<file path="src/rtl/text_memory_loader_pkg.sv">
// Shared definitions for the text memory loader: FSM states and text-segment
// word base.
package text_memory_loader_pkg;

  typedef enum logic [2:0] {
    ST_IDLE,
    ST_LEN,
    ST_DATA,
    ST_WRITE,
    ST_DONE,
    ST_ERROR
  } loader_state_e;

  localparam logic [31:0] TEXT_BEGIN = 32'h0000_0000;
  // Word address of the first instruction, relative to the text memory port.
  localparam int unsigned TEXT_BEGIN_WORD = TEXT_BEGIN >> 2;

  // An image of exactly 2**addr_width words still fits, so only larger ones are rejected.
  function automatic logic is_oversize(input logic [31:0] count, input int unsigned addr_width);
    logic [32:0] limit;
    limit = 33'd1 << addr_width;
    return {1'b0, count} > limit;
  endfunction

endpackage

</file>
<file path="src/rtl/text_memory_loader_if.sv">
// Byte stream in and text memory write port out, as seen by the loader.
interface text_memory_loader_if #(
  parameter int ADDR_WIDTH = 14
);
  logic [7:0]            byte_data;
  logic                  byte_valid;
  logic                  byte_ready;
  logic                  mem_write_enable;
  logic [ADDR_WIDTH-1:0] mem_address;
  logic [31:0]           mem_write_data;

  modport master (
    output byte_data, byte_valid,
    input  byte_ready, mem_write_enable, mem_address, mem_write_data
  );

  modport slave (
    input  byte_data, byte_valid,
    output byte_ready, mem_write_enable, mem_address, mem_write_data
  );
endinterface

</file>
<file path="src/rtl/text_memory_loader_byte_assembler.sv">
// Collects four bytes little-endian into a 32-bit word; shared by the header
// and payload phases of the loader.
module text_memory_loader_byte_assembler
  import text_memory_loader_pkg::*;
(
  input  logic        clock,
  input  logic        reset,
  input  logic        clear_i,
  input  logic        shift_i,
  input  logic [7:0]  byte_i,
  output logic [31:0] word_o,
  output logic        word_complete_o
);

  logic [31:0] word_q, word_d;
  logic [1:0]  index_q, index_d;

  // Shifting in from the top leaves the first byte in bits 7:0 after four bytes.
  always_comb begin
    word_d  = word_q;
    index_d = index_q;
    if (clear_i) begin
      word_d  = '0;
      index_d = '0;
    end else if (shift_i) begin
      word_d  = {byte_i, word_q[31:8]};
      index_d = index_q + 2'd1;
    end
  end

  assign word_o          = {byte_i, word_q[31:8]};
  assign word_complete_o = shift_i && !clear_i && (index_q == 2'd3);

  always_ff @(posedge clock or posedge reset) begin
    if (reset) begin
      word_q  <= '0;
      index_q <= '0;
    end else begin
      word_q  <= word_d;
      index_q <= index_d;
    end
  end

endmodule

</file>
<file path="src/rtl/text_memory_loader.sv">
// Streams a length-prefixed program image into text memory while holding the
// core in reset; reports completion, timeouts and oversize images.
module text_memory_loader
  import text_memory_loader_pkg::*;
#(
  parameter int ADDR_WIDTH     = 14,
  parameter int TIMEOUT_CYCLES = 1000000
) (
  input  logic                clock,
  input  logic                reset,
  input  logic                start,
  text_memory_loader_if.slave bus,
  output logic                cpu_hold,
  output logic                done,
  output logic                error
);

  localparam int TIMER_WIDTH = $clog2(TIMEOUT_CYCLES + 1);

  loader_state_e         state_q, state_d;
  logic [ADDR_WIDTH:0]   remaining_q, remaining_d;
  logic [ADDR_WIDTH-1:0] word_idx_q, word_idx_d;
  logic [TIMER_WIDTH-1:0] timer_q, timer_d;
  logic                  mem_we_q, mem_we_d;
  logic [ADDR_WIDTH-1:0] mem_addr_q, mem_addr_d;
  logic [31:0]           mem_data_q, mem_data_d;
  logic                  hold_q, hold_d;
  logic                  done_q, done_d;
  logic                  error_q, error_d;

  logic        transfer;
  logic        start_load;
  logic [31:0] asm_word;
  logic        asm_complete;

  assign bus.byte_ready = (state_q == ST_LEN) || (state_q == ST_DATA);
  assign transfer       = bus.byte_valid && bus.byte_ready;
  assign start_load     = start && ((state_q == ST_IDLE) || (state_q == ST_DONE) ||
                                    (state_q == ST_ERROR));

  text_memory_loader_byte_assembler u_assembler (
    .clock           (clock),
    .reset           (reset),
    .clear_i         (start_load),
    .shift_i         (transfer),
    .byte_i          (bus.byte_data),
    .word_o          (asm_word),
    .word_complete_o (asm_complete)
  );

  always_comb begin
    state_d     = state_q;
    remaining_d = remaining_q;
    word_idx_d  = word_idx_q;
    timer_d     = timer_q;
    mem_we_d    = 1'b0;
    mem_addr_d  = mem_addr_q;
    mem_data_d  = mem_data_q;
    done_d      = done_q;
    error_d     = error_q;

    case (state_q)
      ST_IDLE, ST_DONE, ST_ERROR: begin
        if (start) begin
          state_d     = ST_LEN;
          done_d      = 1'b0;
          error_d     = 1'b0;
          word_idx_d  = ADDR_WIDTH'(TEXT_BEGIN_WORD);
          remaining_d = '0;
          timer_d     = '0;
        end
      end
      ST_LEN, ST_DATA: begin
        timer_d = transfer ? '0 : timer_q + TIMER_WIDTH'(1);
        if (!transfer && (timer_q == TIMER_WIDTH'(TIMEOUT_CYCLES - 1))) begin
          state_d = ST_ERROR;
          error_d = 1'b1;
        end else if (asm_complete && (state_q == ST_LEN)) begin
          if (asm_word == 32'd0) begin
            state_d = ST_DONE;
            done_d  = 1'b1;
          end else if (is_oversize(asm_word, ADDR_WIDTH)) begin
            state_d = ST_ERROR;
            error_d = 1'b1;
          end else begin
            state_d     = ST_DATA;
            remaining_d = asm_word[ADDR_WIDTH:0];
          end
        end else if (asm_complete) begin
          // Write port is registered so the strobe lines up with the WRITE state.
          state_d    = ST_WRITE;
          mem_we_d   = 1'b1;
          mem_addr_d = word_idx_q;
          mem_data_d = asm_word;
        end
      end
      ST_WRITE: begin
        word_idx_d  = word_idx_q + ADDR_WIDTH'(1);
        remaining_d = remaining_q - (ADDR_WIDTH + 1)'(1);
        if (remaining_q == (ADDR_WIDTH + 1)'(1)) begin
          state_d = ST_DONE;
          done_d  = 1'b1;
        end else begin
          state_d = ST_DATA;
        end
      end
      default: state_d = ST_IDLE;
    endcase

    hold_d = (state_d == ST_LEN) || (state_d == ST_DATA) || (state_d == ST_WRITE);
  end

  always_ff @(posedge clock or posedge reset) begin
    if (reset) begin
      state_q     <= ST_IDLE;
      remaining_q <= '0;
      word_idx_q  <= '0;
      timer_q     <= '0;
      mem_we_q    <= 1'b0;
      mem_addr_q  <= '0;
      mem_data_q  <= '0;
      hold_q      <= 1'b0;
      done_q      <= 1'b0;
      error_q     <= 1'b0;
    end else begin
      state_q     <= state_d;
      remaining_q <= remaining_d;
      word_idx_q  <= word_idx_d;
      timer_q     <= timer_d;
      mem_we_q    <= mem_we_d;
      mem_addr_q  <= mem_addr_d;
      mem_data_q  <= mem_data_d;
      hold_q      <= hold_d;
      done_q      <= done_d;
      error_q     <= error_d;
    end
  end

  assign bus.mem_write_enable = mem_we_q;
  assign bus.mem_address      = mem_addr_q;
  assign bus.mem_write_data   = mem_data_q;
  assign cpu_hold             = hold_q;
  assign done                 = done_q;
  assign error                = error_q;

endmodule
</file>
<file path="src/flat_wrapper.sv">
// flat-port wrapper written by rule: the top's interface ports become plain ports
module text_memory_loader_flat import text_memory_loader_pkg::*;
#(
  parameter int ADDR_WIDTH     = 14,
  parameter int TIMEOUT_CYCLES = 1000000
)
  (clock, reset, start, cpu_hold, done, error, bus_byte_data, bus_byte_valid, bus_byte_ready, bus_mem_write_enable, bus_mem_address, bus_mem_write_data);
  text_memory_loader_if #(.ADDR_WIDTH(ADDR_WIDTH)) bus_i ();
  input  logic clock;
  input  logic reset;
  input  logic start;
  output logic cpu_hold;
  output logic done;
  output logic error;
  input wire logic [$bits(bus_i.byte_data)-1:0] bus_byte_data;
  input wire logic [$bits(bus_i.byte_valid)-1:0] bus_byte_valid;
  output wire logic [$bits(bus_i.byte_ready)-1:0] bus_byte_ready;
  output wire logic [$bits(bus_i.mem_write_enable)-1:0] bus_mem_write_enable;
  output wire logic [$bits(bus_i.mem_address)-1:0] bus_mem_address;
  output wire logic [$bits(bus_i.mem_write_data)-1:0] bus_mem_write_data;
  assign bus_i.byte_data = bus_byte_data;
  assign bus_i.byte_valid = bus_byte_valid;
  assign bus_byte_ready = bus_i.byte_ready;
  assign bus_mem_write_enable = bus_i.mem_write_enable;
  assign bus_mem_address = bus_i.mem_address;
  assign bus_mem_write_data = bus_i.mem_write_data;
  text_memory_loader #(.ADDR_WIDTH(ADDR_WIDTH), .TIMEOUT_CYCLES(TIMEOUT_CYCLES)) u_core (.clock(clock), .reset(reset), .start(start), .bus(bus_i), .cpu_hold(cpu_hold), .done(done), .error(error));
endmodule
</file>
<file path="config.mk">
export PLATFORM = sky130hd
export DESIGN_NAME = text_memory_loader_flat
export DESIGN_NICKNAME = d
export VERILOG_FILES = /design/src/rtl/text_memory_loader_pkg.sv /design/src/rtl/text_memory_loader_if.sv /design/src/rtl/text_memory_loader_byte_assembler.sv /design/src/rtl/text_memory_loader.sv /design/src/flat_wrapper.sv
export SDC_FILE = /design/constraint.sdc
export NUM_CORES = 1
export LEC_CHECK = 0
export CAP_MARGIN = 20
export CORE_AREA = 2 2 126 128
export DETAILED_ROUTE_END_ITERATION = 16
export DIE_AREA = 0 0 128 130
export GPL_ROUTABILITY_DRIVEN = 0
export GPL_TIMING_DRIVEN = 0
export PLACE_DENSITY = 0.66
export SLEW_MARGIN = 5
export SYNTH_ARGS = -nofsm -noshare
export SYNTH_HDL_FRONTEND = slang
export SYNTH_SLANG_ARGS = --single-unit
</file>
<file path="constraint.sdc">
create_clock -name clock -period 5.1 [get_ports clock]
set_input_delay 0.51 -clock clock [delete_from_list [all_inputs] [get_ports clock]]
set_output_delay 0.51 -clock clock [all_outputs]
set_load 0.02 [all_outputs]
</file>
# Yosys cells after proc, flatten, opt, wreduce, memory -nomap -nowiden
# Cells that the tools add are included.
[totals] ff_bits=136 latch_bits=0 ram_bits=0 romBits=0 in_bits=12 wordCells=105 memories=0
[classes] add_sub_neg=4 n_mul=0 div_mod_pow=0 magnitude_cmp=1 n_eq_ne=21 shifts=0 n_mux=38 bitwise_logic=2 n_reduce_logical=27
[op_table] operator="two-way mux 15 bit" n=5
[op_table] operator="two-way mux 32 bit" n=2
[op_table] operator="one-hot mux 15 bit (3 select lines)" n=1
[op_table] operator="two-way mux 20 bit" n=2
[op_table] operator="one-hot mux 20 bit (2 select lines)" n=1
[op_table] operator="> comparator 32 x 15 -> 1 bit, second input constant" n=1
[op_table] operator="zero test 32 bit" n=1
[op_table] operator="one-hot mux 14 bit (2 select lines)" n=1
[op_table] operator="two-way mux 3 bit" n=7
[op_table] operator="adder 20 x 1 -> 20 bit, second input constant" n=1
[op_table] operator="== test 20 bit, second input constant" n=1
[op_table] operator="== test 15 x 1 -> 1 bit, second input constant" n=1
[op_table] operator="subtractor 15 x 1 -> 15 bit, second input constant" n=1
[op_table] operator="adder 14 x 1 -> 14 bit, second input constant" n=1
[op_table] operator="two-way mux 14 bit" n=1
[op_table] operator="two-way mux 1 bit" n=13
[op_table] operator="== test 3 x 2 -> 1 bit, second input constant" n=4
[op_table] operator="AND reduction 6 bit" n=2
[op_table] operator="one-hot mux 3 bit (3 select lines)" n=1
[op_table] operator="inequality test 2 bit, second input constant" n=4
[op_table] operator="== test 3 x 1 -> 1 bit, second input constant" n=2
[op_table] operator="== test 3 bit, second input constant" n=2
[op_table] operator="logical AND 1 bit" n=6
[op_table] operator="inequality test 2 x 1 -> 1 bit, second input constant" n=3
[op_table] operator="18 further kinds" n=29

# Depth between registers and ports, before layout
[depth] ltp_word=14 ltp_mapped=8 depth_no_buf=8

# Cells and area by module
# A second synthesis with hierarchy kept.
[unflattened] hier_cells=567 area_unflattened_um2=6163.4
[modules_own_cells] module="text_memory_loader" instances=1 cells_per_inst=471 area_each_um2=5003.5
[modules_own_cells] module="text_memory_loader_byte_assembler" instances=1 cells_per_inst=96 area_each_um2=1159.9

# Worst setup path after synthesis
# OpenSTA, ideal clock, no wires.
[synth_path] path_type="flip-flop to flip-flop" from="reg u_core.u_assembler.word_q[18]" to="reg u_core.remaining_q[3]" setup_ns=0.077 arrival_time_ns=1.948 required_time_ns=5.023 setup_slack_ns=3.075 stages_incl_launch_ff=8 n_path_buf=1 path_cell_list="dfrtp_1 nor4_2 nand4_1 xnor2_2 a311oi_2 clkbuf_1 o21ai_0 o21ai_1"
[synth_between] elab_chain_cells=3 elab_cells_between_ends=5 cone_classes="order compare (1); eq/ne (2); reduce/logical (2)"
[synth_rtl] element="start, declared" line_no="text_memory_loader_byte_assembler.sv:15" source="logic [31:0] word_q, word_d;"
[synth_rtl] element="start signal, assigned" line_no="text_memory_loader_byte_assembler.sv:39" source="word_q <= word_d;"
[synth_rtl] element="> comparator 32 x 15 -> 1 bit / zero test 32 bit (equally long branches)" line_no="text_memory_loader_pkg.sv:22, text_memory_loader.sv:79"
[synth_rtl] element="inequality test 2 bit (no line)"
[synth_rtl] element="AND reduction 6 bit (no line) *"
[synth_rtl] element="end signal, assigned" line_no="text_memory_loader.sv:127" source="remaining_q <= remaining_d;"
[synth_rtl] element="end, declared" line_no="text_memory_loader.sv:21" source="logic [ADDR_WIDTH:0] remaining_q, remaining_d;"
# Mark *: on every way between the ends. The rest lies on a longest branch, timed or not.
# A chain may end at the register's enable or synchronous reset.

# Final worst setup path
[layout_path] from="reg u_core.state_q[1]" to="out bus_byte_ready"
[layout_between] elab_chain_cells=2 elab_cells_between_ends=3 cone_classes="eq/ne (2); reduce/logical (1)"
[layout_rtl] element="start, declared" line_no="text_memory_loader.sv:20" source="loader_state_e state_q, state_d;"
[layout_rtl] element="start signal, assigned" line_no="text_memory_loader.sv:126" source="state_q <= state_d;"
[layout_rtl] element="== test 3 x 1 -> 1 bit / == test 3 x 2 -> 1 bit (equally long branches)" line_no="text_memory_loader.sv:36" source="assign bus.byte_ready = (state_q == ST_LEN) || (state_q == ST_DATA);"
[layout_rtl] element="logical OR 1 bit *" line_no="text_memory_loader.sv:36"
[layout_rtl] element="end, declared" line_no="flat_wrapper.sv:17" source="output wire logic [$bits(bus_i.byte_ready)-1:0] bus_byte_ready;"
# Marked as above.

==> impl_metrics.csv <==
group,metric,value,unit
floorplanning,initial_core_util,38.9,%
pwr,p_sw,1.67,mW
route,wl_met1,6810,um
finish,finish.instance_area,7500,um2
worst_setup_path,critPathMaxFanout,10,
finish,final_net_count,691,
timing,worst_pin_slew,1.04,ns
timing,worst_clock_skew,0.00951,ns
clock_network,clk_latency,0.42,ns
clock_network,cts.sinks,128,
logic_synthesis,ys_ff_latch,128,
global_route,overflow,0,
logic_synthesis,yosys.cell_count.top_type,"dfrtp_1",
floorplanning,dieArea,16600,um2
logic_synthesis,synth_largest_area_cell,"dfrtp_1",
clock_network,cts_buffer_depth,2,
placed_design,numPortBuffers,62,
route,wl_per_cell,17.3,um
logic_synthesis,yosys-top-cells-count,"128 x dfrtp_1, 83 x nand2_1, 76 x o21ai_0",
clock_network,cts_root_buf,"clkbuf_16",
route,route.vias.total,5024,
logic_synthesis,synth_fp_nets,609,
global_route,grt.total_usage,19.8,%
worst_setup_path,start_kind,"register",
floorplanning,rows,46,
worst_setup_path,cp.arrival,2.82,ns
timing,slew-limit-headroom,30.2,%
logic_synthesis,synthArstFlopShare,100,%
route,wl,15100,um
clock_network,cts_hold_buf,0,
logic_synthesis,ys_dominant_reg_cell,"dfrtp_1",
route,initialDrtViolationCount,400,
status,outcome,"finished, final reports clean",
clock_network,cts_tree,"done",
timing,fin_crit,3.33,ns
pwr,leakage,3.25,nW
floorplanning,io_pins,63,
worst_setup_path,r2r_slack,2.52,ns
clock_network,htree_levels,4,
global_route,grt_pass1_wl,25800,um
global_route,antenna_found_initial,0,
logic_synthesis,netlist_instances,592,
route,highest_layer,"met4",
placed_design,placed_cell_area,6890,um2
route,route.met3.wl,894,um
timing,setup_tns,0,ns
pwr,p_sw_share,38.2,%
finish,fin_util,48.6,%
run,cap_violations,0,
logic_synthesis,synthDistinctLibCells,57,
pwr,clockPowerShare,28.5,%
route,wl_met2,7150,um
clock_network,cts_setup_buffers,0,
finish,diodes,0,
pwr,p_comb_share,36.8,%
global_route,grt_max_degree,100,
placed_design,dpl.hpwl,10600,um
timing,final_max_slew_viol_count,0,
finish,drive_gt1_share,12.8,%
logic_synthesis,syn_area_per_cell,10.1,um2
logic_synthesis,netlist_area,6000,um2
logic_synthesis,synth.top_cell.area_share,53.4,%
logic_synthesis,yosysWarnings,0,
logic_synthesis,ys_seq_area_share,53.4,%
worst_setup_path,worstPathRequired,4.59,ns
timing,grt_setup_unrepaired,"false",
clock_network,post_cts_resized,0,
worst_setup_path,critical_path_class,"reg2out",
route,viasPerCell,5.72,
pwr,seq_power_share,34.7,%
finish,syn_to_final_growth,25.0,%
timing,fmax,0.300,GHz
floorplanning,fp.dieW,128,um
timing,fin_crit_sh,65.4,%
timing,setup-violations-final,0,
route,dr.pass1.iters,5,
clock_network,cts_made_buffers,17,
global_route,grt_pass1_vias,5072,
floorplanning,core,15400,um2
timing,finalHoldViolCount,0,
clock_network,cts.clk_slew.worst_paths,0.05,ns
worst_setup_path,endpoint_kind,"primary output",
route,ant_nets,0,
logic_synthesis,synth_edf_count,0,
pwr,power_density,583,nW/um2
floorplanning,die_y,130,um
hold_path,hold_class,"in2async",
logic_synthesis,synth.area.top_cells,"dfrtp_1 53%, mux2_2 8.1%, o21ai_0 6.3%, nand2_1 5.2%, nor2_1 2.4%",
route,drc_errors,0,
pwr,vdd_drop_max,0.340,mV
pwr,internal-power,2.71,mW
[metal layers]
| metal | vias to the layer above | GRT usage [%] |
|---|---|---|
| li1 | 2313 | - |
| met1 | 2509 | 26.5 |
| met2 | 172 | 31.0 |
| met3 | 30 | 6.11 |
| met4 | 0 | 6.08 |
| met5 | - | 0 |
[kinds of logic after synthesis]
family          synth area share [%]
simple gates                    17.5
compound gates                  15.1
flops                           53.4
mux                             8.24
buf+inv                         2.65
xor+xnor                        2.17
fa+ha+maj                       1.04
[power by group through the flow]
stage | logic (mW) | registers [mW] | clock network, mW
floorplan | 0.946 | 1.56 | 0
global placement | 1.54 | 1.52 | 0
detailed placement | 1.59 | 1.53 | 0
CTS | 1.60 | 1.52 | 1.27
global route | 1.76 | 1.56 | 1.32
finish | 1.61 | 1.52 | 1.25
[per-stage QoR]
| step | hold WS (ns) | worst slack [ns] | power (mW) | std cells |
|---|---|---|---|---|
| floorplan | 0.446 | 1.18 | 2.51 | 592 |
| global placement | 0.466 | -0.492 | 3.06 | 846 |
| detailed placement | 0.474 | 2.25 | 3.12 | 847 |
| CTS | 0.437 | 1.79 | 4.38 | 878 |
| global route | 0.455 | 1.66 | 4.65 | 878 |
| finish | 0.435 | 1.77 | 4.38 | 878 |
[layout by cell type, fill, tap and decap left out, types with 2 or more instances in the layout]
master | netlist | layout
nor2b_1 | 5 | 5
and4_1 | 2 | 2
xor2_1 | 8 | 8
o2111ai_1 | 3 | 3
nand2_1 | 83 | 83
clkinv_2 | 0 | 2
nand3_1 | 20 | 20
clkbuf_16 | 0 | 17
nor4_2 | 3 | 3
nor2_1 | 38 | 38
a22oi_1 | 4 | 4
nand2b_1 | 2 | 2
or3_1 | 8 | 8
and3_1 | 5 | 5
o31ai_1 | 12 | 12
o21ai_1 | 10 | 10
nor3_1 | 4 | 4
dfrtp_1 | 128 | 128
nor4_1 | 13 | 13
buf_2 | 4 | 4
xnor2_1 | 5 | 5
o211ai_1 | 3 | 3
a31oi_1 | 3 | 3
clkdlybuf4s50_1 | 0 | 62
ha_1 | 5 | 5
a21oi_1 | 22 | 22
and2_1 | 5 | 5
clkbuf_1 | 16 | 20
buf_1 | 6 | 6
mux2_2 | 43 | 43
and4b_1 | 2 | 2
a2111oi_0 | 2 | 2
nand4_1 | 12 | 12
bufinv_16 | 0 | 3
a32oi_1 | 5 | 5
o21ai_0 | 76 | 76
clkbuf_8 | 0 | 5
inv_1 | 11 | 10
[flip-flops by register name, indices dropped and copies added, names as in the netlist, 2 cells and up]
signal	cells
u_core.bus.mem_address	14
u_core.bus.mem_write_data	32
u_core.remaining_q	15
u_core.state_q	3
u_core.timer_q	20
u_core.u_assembler.index_q	2
u_core.u_assembler.word_q	24
u_core.word_idx_q	14
[final cells by class]
class | instances | area (um2)
fillers | 1427 | 7920
flip-flops and latches | 128 | 3200
multi-input cells | 425 | 2640
repair buffers | 63 | 648
clock buffers | 26 | 509
well taps | 192 | 240
plain buffers | 27 | 114
clock inverters | 5 | 100
inverters | 12 | 50.0
[worst paths after layout]
check | start | end | cells past startpoint
setup / recovery | u_core.state_q[1]$_DFF_PP0_ | bus_byte_ready | 6
hold / removal | reset | u_core.bus.mem_write_data[25]$_DFFE_PP0P_ | 2
min in group clock | u_core.word_idx_q[12]$_DFFE_PP0P_ | u_core.word_idx_q[12]$_DFFE_PP0P_ | 1
max in group asynchronous | reset | u_core.done$_DFFE_PP0P_ | 3
setup reg to reg | u_core.u_assembler.word_q[18]$_DFFE_PP0P_ | u_core.remaining_q[4]$_DFFE_PP0P_ | 7
hold reg to reg | u_core.word_idx_q[12]$_DFFE_PP0P_ | u_core.word_idx_q[12]$_DFFE_PP0P_ | 1
[worst max-delay path, cell delays in order, from the launching register on]
cell and delay [ns]:
dfrtp_1 0.35, buf_2 0.18, xnor2_1 0.17, or2_2 0.34
inv_2 0.18, clkbuf_1 0.45, clkdlybuf4s50_1 0.72
Power figures use the tool's default switching activity.
